File: src/rtl/fetch_queue.sv
// Instruction prefetch queue: fetches code words ahead of decode and
// buffers {ir, pc} pairs in a small FIFO with a valid/ready head.
//
// Ports:
//   clk, reset (async, active-low)
//   imem_req/imem_addr/imem_data : code memory, data 1 cycle after req
//   ir_out/pc_out/ir_valid/ir_ready : head entry handshake
//   redirect/redirect_pc : flush and restart fetch at a jump target
//   halt : stop issuing new fetches
//   count : occupied entries
module fetch_queue #(
  parameter int DEPTH = 4,
  parameter int AW = 16,
  parameter int IW = 16
) (
  input  logic                     clk,
  input  logic                     reset,
  output logic                     imem_req,
  output logic [AW-1:0]            imem_addr,
  input  logic [IW-1:0]            imem_data,
  output logic [IW-1:0]            ir_out,
  output logic [AW-1:0]            pc_out,
  output logic                     ir_valid,
  input  logic                     ir_ready,
  input  logic                     redirect,
  input  logic [AW-1:0]            redirect_pc,
  input  logic                     halt,
  output logic [$clog2(DEPTH):0]   count
);

  localparam int PW = $clog2(DEPTH);
  localparam int CW = PW + 1;
  localparam int OW = CW + 1;

  logic [IW-1:0] ir_mem [DEPTH];
  logic [AW-1:0] pc_mem [DEPTH];

  logic [PW-1:0] rd_ptr;
  logic [PW-1:0] wr_ptr;
  logic [AW-1:0] fetch_pc;
  logic [AW-1:0] inflight_pc;
  logic          inflight;
  logic          squash;
  logic [IW-1:0] hold_ir;
  logic [AW-1:0] hold_pc;

  logic [OW-1:0] occ;
  logic          space;
  logic          push;
  logic          pop;

  // In-flight word reserves its slot, so a same-cycle pop never
  // makes room for a new request.
  assign occ = {1'b0, count} + {{CW{1'b0}}, inflight};
  assign space = occ < OW'(DEPTH);

  assign imem_req = reset & ~halt & ~redirect & space;
  assign imem_addr = fetch_pc;

  assign ir_valid = (count != '0);
  assign push = inflight & ~squash;
  assign pop = ir_valid & ir_ready;

  // Head outputs fall back to the last presented entry once empty.
  assign ir_out = ir_valid ? ir_mem[rd_ptr] : hold_ir;
  assign pc_out = ir_valid ? pc_mem[rd_ptr] : hold_pc;

  always_ff @(posedge clk or negedge reset) begin
    if (!reset) begin
      fetch_pc <= '0;
      inflight_pc <= '0;
      inflight <= 1'b0;
      squash <= 1'b0;
    end else begin
      inflight <= imem_req;
      if (imem_req)
        inflight_pc <= fetch_pc;
      if (redirect) begin
        fetch_pc <= redirect_pc;
        squash <= inflight;
      end else begin
        squash <= 1'b0;
        if (imem_req)
          fetch_pc <= fetch_pc + AW'(1);
      end
    end
  end

  always_ff @(posedge clk or negedge reset) begin
    if (!reset) begin
      rd_ptr <= '0;
      wr_ptr <= '0;
      count <= '0;
      hold_ir <= '0;
      hold_pc <= '0;
      for (int i = 0; i < DEPTH; i++) begin
        ir_mem[i] <= '0;
        pc_mem[i] <= '0;
      end
    end else begin
      if (ir_valid) begin
        hold_ir <= ir_mem[rd_ptr];
        hold_pc <= pc_mem[rd_ptr];
      end
      if (redirect) begin
        rd_ptr <= '0;
        wr_ptr <= '0;
        count <= '0;
      end else begin
        if (push) begin
          ir_mem[wr_ptr] <= imem_data;
          pc_mem[wr_ptr] <= inflight_pc;
          wr_ptr <= wr_ptr + PW'(1);
        end
        if (pop)
          rd_ptr <= rd_ptr + PW'(1);
        count <= count + CW'(push) - CW'(pop);
      end
    end
  end

  a_no_overflow: assert property (
    @(posedge clk) disable iff (!reset)
    !(push && !redirect && count == CW'(DEPTH))
  );

endmodule

File: config.mk
export PLATFORM = sky130hd
export DESIGN_NAME = fetch_queue
export DESIGN_NICKNAME = d
export VERILOG_FILES = /design/src/rtl/fetch_queue.sv
export SDC_FILE = /design/constraint.sdc
export NUM_CORES = 1
export LEC_CHECK = 0
export ABC_AREA = 1
export CAP_MARGIN = 20
export CELL_PAD_IN_SITES_DETAIL_PLACEMENT = 0
export CELL_PAD_IN_SITES_GLOBAL_PLACEMENT = 1
export CORE_UTILIZATION = 48
export CTS_BUF_LIST = sky130_fd_sc_hd__clkbuf_2
export DETAILED_ROUTE_END_ITERATION = 16
export GPL_TIMING_DRIVEN = 0
export HOLD_SLACK_MARGIN = 0.05
export PLACE_DENSITY = 0.9
export SYNTH_ARGS = -nofsm -noshare
export SYNTH_HDL_FRONTEND = slang
export SYNTH_SLANG_ARGS = --single-unit
File: constraint.sdc
create_clock -name clk -period 5.01 [get_ports clk]
set_clock_uncertainty 0.2 [all_clocks]
set_input_delay 1.002 -clock clk [delete_from_list [all_inputs] [get_ports clk]]
set_output_delay 1.002 -clock clk [all_outputs]
set_load 0.02 [all_outputs]
==> impl_metrics.ini <==
[sta]
finalCriticalPeriod_ns = 4.79
finalHoldViolCount = 0
timing.final.crit_share_pct = 95.6
worstMarginPinSlew_ns = 0.670
setup_tns_ns = 0
relSlewSlack_pct = 55.3
grt_setup_unrepaired = no
drv_slew = 0
max_freq_ghz = 0.209
whs_ns = 0.291
setup_violations = 0

[power_and_ir_drop]
seqPwrFrac_pct = 38.9
p_sw_mw = 2.31
leakagePower_nw = 4.92
swShare_pct = 40.8
ir_drop_v = 0.000435
internal_power_mw = 3.35
power_density_nw_per_um2 = 540
combPwrFrac_pct = 42.7
p_clk_share_pct = 18.4

[synth]
synthFlopType = dfrtp_1
yosysMostFrequentCell = nand2_1
yosys-top-cells-area = dfrtp_1, nand2_1, o21ai_1
synth_cells = 1036
yosysUniqueCellTypes = 29
synth_common_cells = nand2_1, dfrtp_1, nor2_1
ys_ff_latch = 201
yosysWarnings = 0
synth-edff-count = 0
avgSynthCellArea_sq_um = 8.57
synthArstFlopShare_pct = 100
syn_nets = 1082
synth_top_area_share_pct = 56.6
yosysSeqAreaShare_pct = 56.6
synthDominantAreaCellType = dfrtp_1
syn-cell-area_sq_um = 8880

[finish]
drive_gt1_share_pct = 12.1
nNetsFinal = 1225
final_core_util_pct = 58.2
synthToLayoutAreaGrowth_pct = 18.2
nFillCells = 1724
stdcell_area_sq_um = 10500

[job]
drv_cap = 0

[hold_path]
holdCritStartpoint = ir_mem[12]$_DFFE_PN0P_
hold_path.class = register to register
hold_path_end = ir_mem[12]$_DFFE_PN0P_
min_delay_path_depth = 2

[critical_path]
crit_required_ns = 3.81
cpMostUsedCell = buf_6
reg2reg_slack_ns = 2.59
path_cells = dlygate4sd3_1 -> buf_8 -> nand2_1 -> inv_2 -> nand2_2 -> nor2_4 -> buf_6 -> buf_6 -> clkdlybuf4s50_1
end_kind = primary output
worstSetupPathType = primary input to primary output
r2r-start = count[1]$_DFF_PN0_
max_stage_delay_ns = 0.62
reg2reg_to = count[2]$_DFF_PN0_
crit_fanout = 87
critPathLaunchType = primary input
worstPathArrival_ns = 3.59
reg2reg_depth = 11
cpMaxStageDelayCell = clkdlybuf4s50_1

[clock_network]
cts.sinks = 201
clkSlewWorstSetupHoldPaths_ns = 0.10
cts_tree = built
cts.repair.resized = 0
hold_buffers = 1
post_cts_buffers = 0
cts_inserted_buffers = 51
clk_path_buf_depth = 3
clk-insertion-delay-late_ns = 0.81
ctsHtreeMaxLevel = 2
cts_root_buffer = clkbuf_2

[floorplanning]
die_height_um = 138
core_area_sq_um = 18000
start_util_pct = 49.3
die_x_um = 138
rows = 49
die_area_sq_um = 19100
boundaryPins = 90

[drt]
drc_errors = 0
vias = 7544
top_layer_used = met4
routed_wl_um = 23700
wl_per_cell_um = 16.5
ant_nets = 0
via_per_inst = 5.24
wl_met1_um = 10800
dr_wl_met3_um = 1300
drt_first_pass_iters = 5
wl_met2_um = 11200
drt_iter0_markers = 568

[placed_design]
io_buffers = 88
gp_congestion = 0.785
place.detailed.hpwl_um = 15400
placed_cell_area_sq_um = 10100

[global_routing]
grt.total_usage_pct = 25.5
grt_pass1_wl_um = 38500
overflow = 0
grt_antenna_before_repair = 1
grt_max_degree = 117
grt_pass1_vias = 7264

[status]
status = finished clean
==> per-stage QoR <==
| step | setup slack (ns) | instances | total power [mW] |
|---|---|---|---|
| after detailed placement | 0.797 | 1354 | 4.66 |
| final | 0.222 | 1440 | 5.66 |
| after global routing | 0.0292 | 1440 | 6.05 |
| after global placement | -6.50 | 1353 | 4.62 |
| after CTS | 0.198 | 1438 | 5.70 |
| after floorplan | 2.01 | 1036 | 3.63 |
==> final cells by class <==
cell class	count	area (sq um)	share of cell area [%]
Tap cell	229	287	2.73
Buffer	61	314	2.99
Sequential cell	201	5030	47.9
Inverter	61	231	2.20
Multi-Input combinational cell	713	3310	31.5
Timing Repair Buffer	90	923	8.80
Clock buffer	72	360	3.43
Clock inverter	11	41.3	0.393
Antenna cell	2	5.00	0.0477
==> power by group through the flow <==
stage,Combinational (mW),Clock (mW),Sequential (mW)
6_report,2.42,1.04,2.21
5_1_grt,2.65,1.14,2.25
2_1_floorplan,1.41,0,2.22
4_1_cts,2.43,1.06,2.21
3_5_place_dp,2.43,0,2.24
3_3_place_gp,2.39,0,2.23
==> routing by layer <==
metal	track usage [%]	up-vias
li1	-	3686
met3	5.09	42
met4	8.16	0
met2	40.9	218
met5	0	-
met1	34.9	3598
==> placed cells by master, fill, tap and decap left out, drive strengths merged <==
master / n
nand2: 215
o21ai: 213
dfrtp: 201
nor2: 181
clkdlybuf4s50: 87
clkbuf: 87
inv: 61
buf: 48
nand3: 45
a31oi: 31
clkinv: 11
ha: 8
nand4: 4
a21oi: 4
o21bai: 3
xor2: 3
or2: 3
diode: 2
o22ai: 1
a22o: 1
fa: 1
dlygate4sd3: 1
==> flip-flops by register name, indices dropped and copies added, names as in the netlist <==
name / count
imem_addr: 16
hold_pc: 16
pc_mem: 64
squash: 1
wr_ptr: 2
inflight: 1
hold_ir: 16
inflight_pc: 16
rd_ptr: 2
count: 3
ir_mem: 64
==> how the worst max path moves through the flow <==
stage,startpoint,endpoint
after detailed placement,reset,imem_req
after global placement,reset,imem_req
after global routing,reset,imem_req
after floorplan,redirect,imem_req
final,reset,imem_req
after CTS,reset,imem_req
==> critical path, delay by kind of cell <==
family / cells / cell delay, ns
and+or+nand+nor: 3 / 0.40
buffers and inverters: 6 / 2.11
==> kinds of logic after synthesis <==
logic type / after synthesis / synth area share (%)
AND/OR/NAND/NOR: 448 / 20.3
AO/OA/AOI/OAI: 253 / 15.3
flip-flops: 201 / 56.6
buffers and inverters: 122 / 6.14
adder cells (fa/ha/maj): 9 / 1.35
XOR/XNOR: 3 / 0.296
Power figures use the tool's default switching activity.
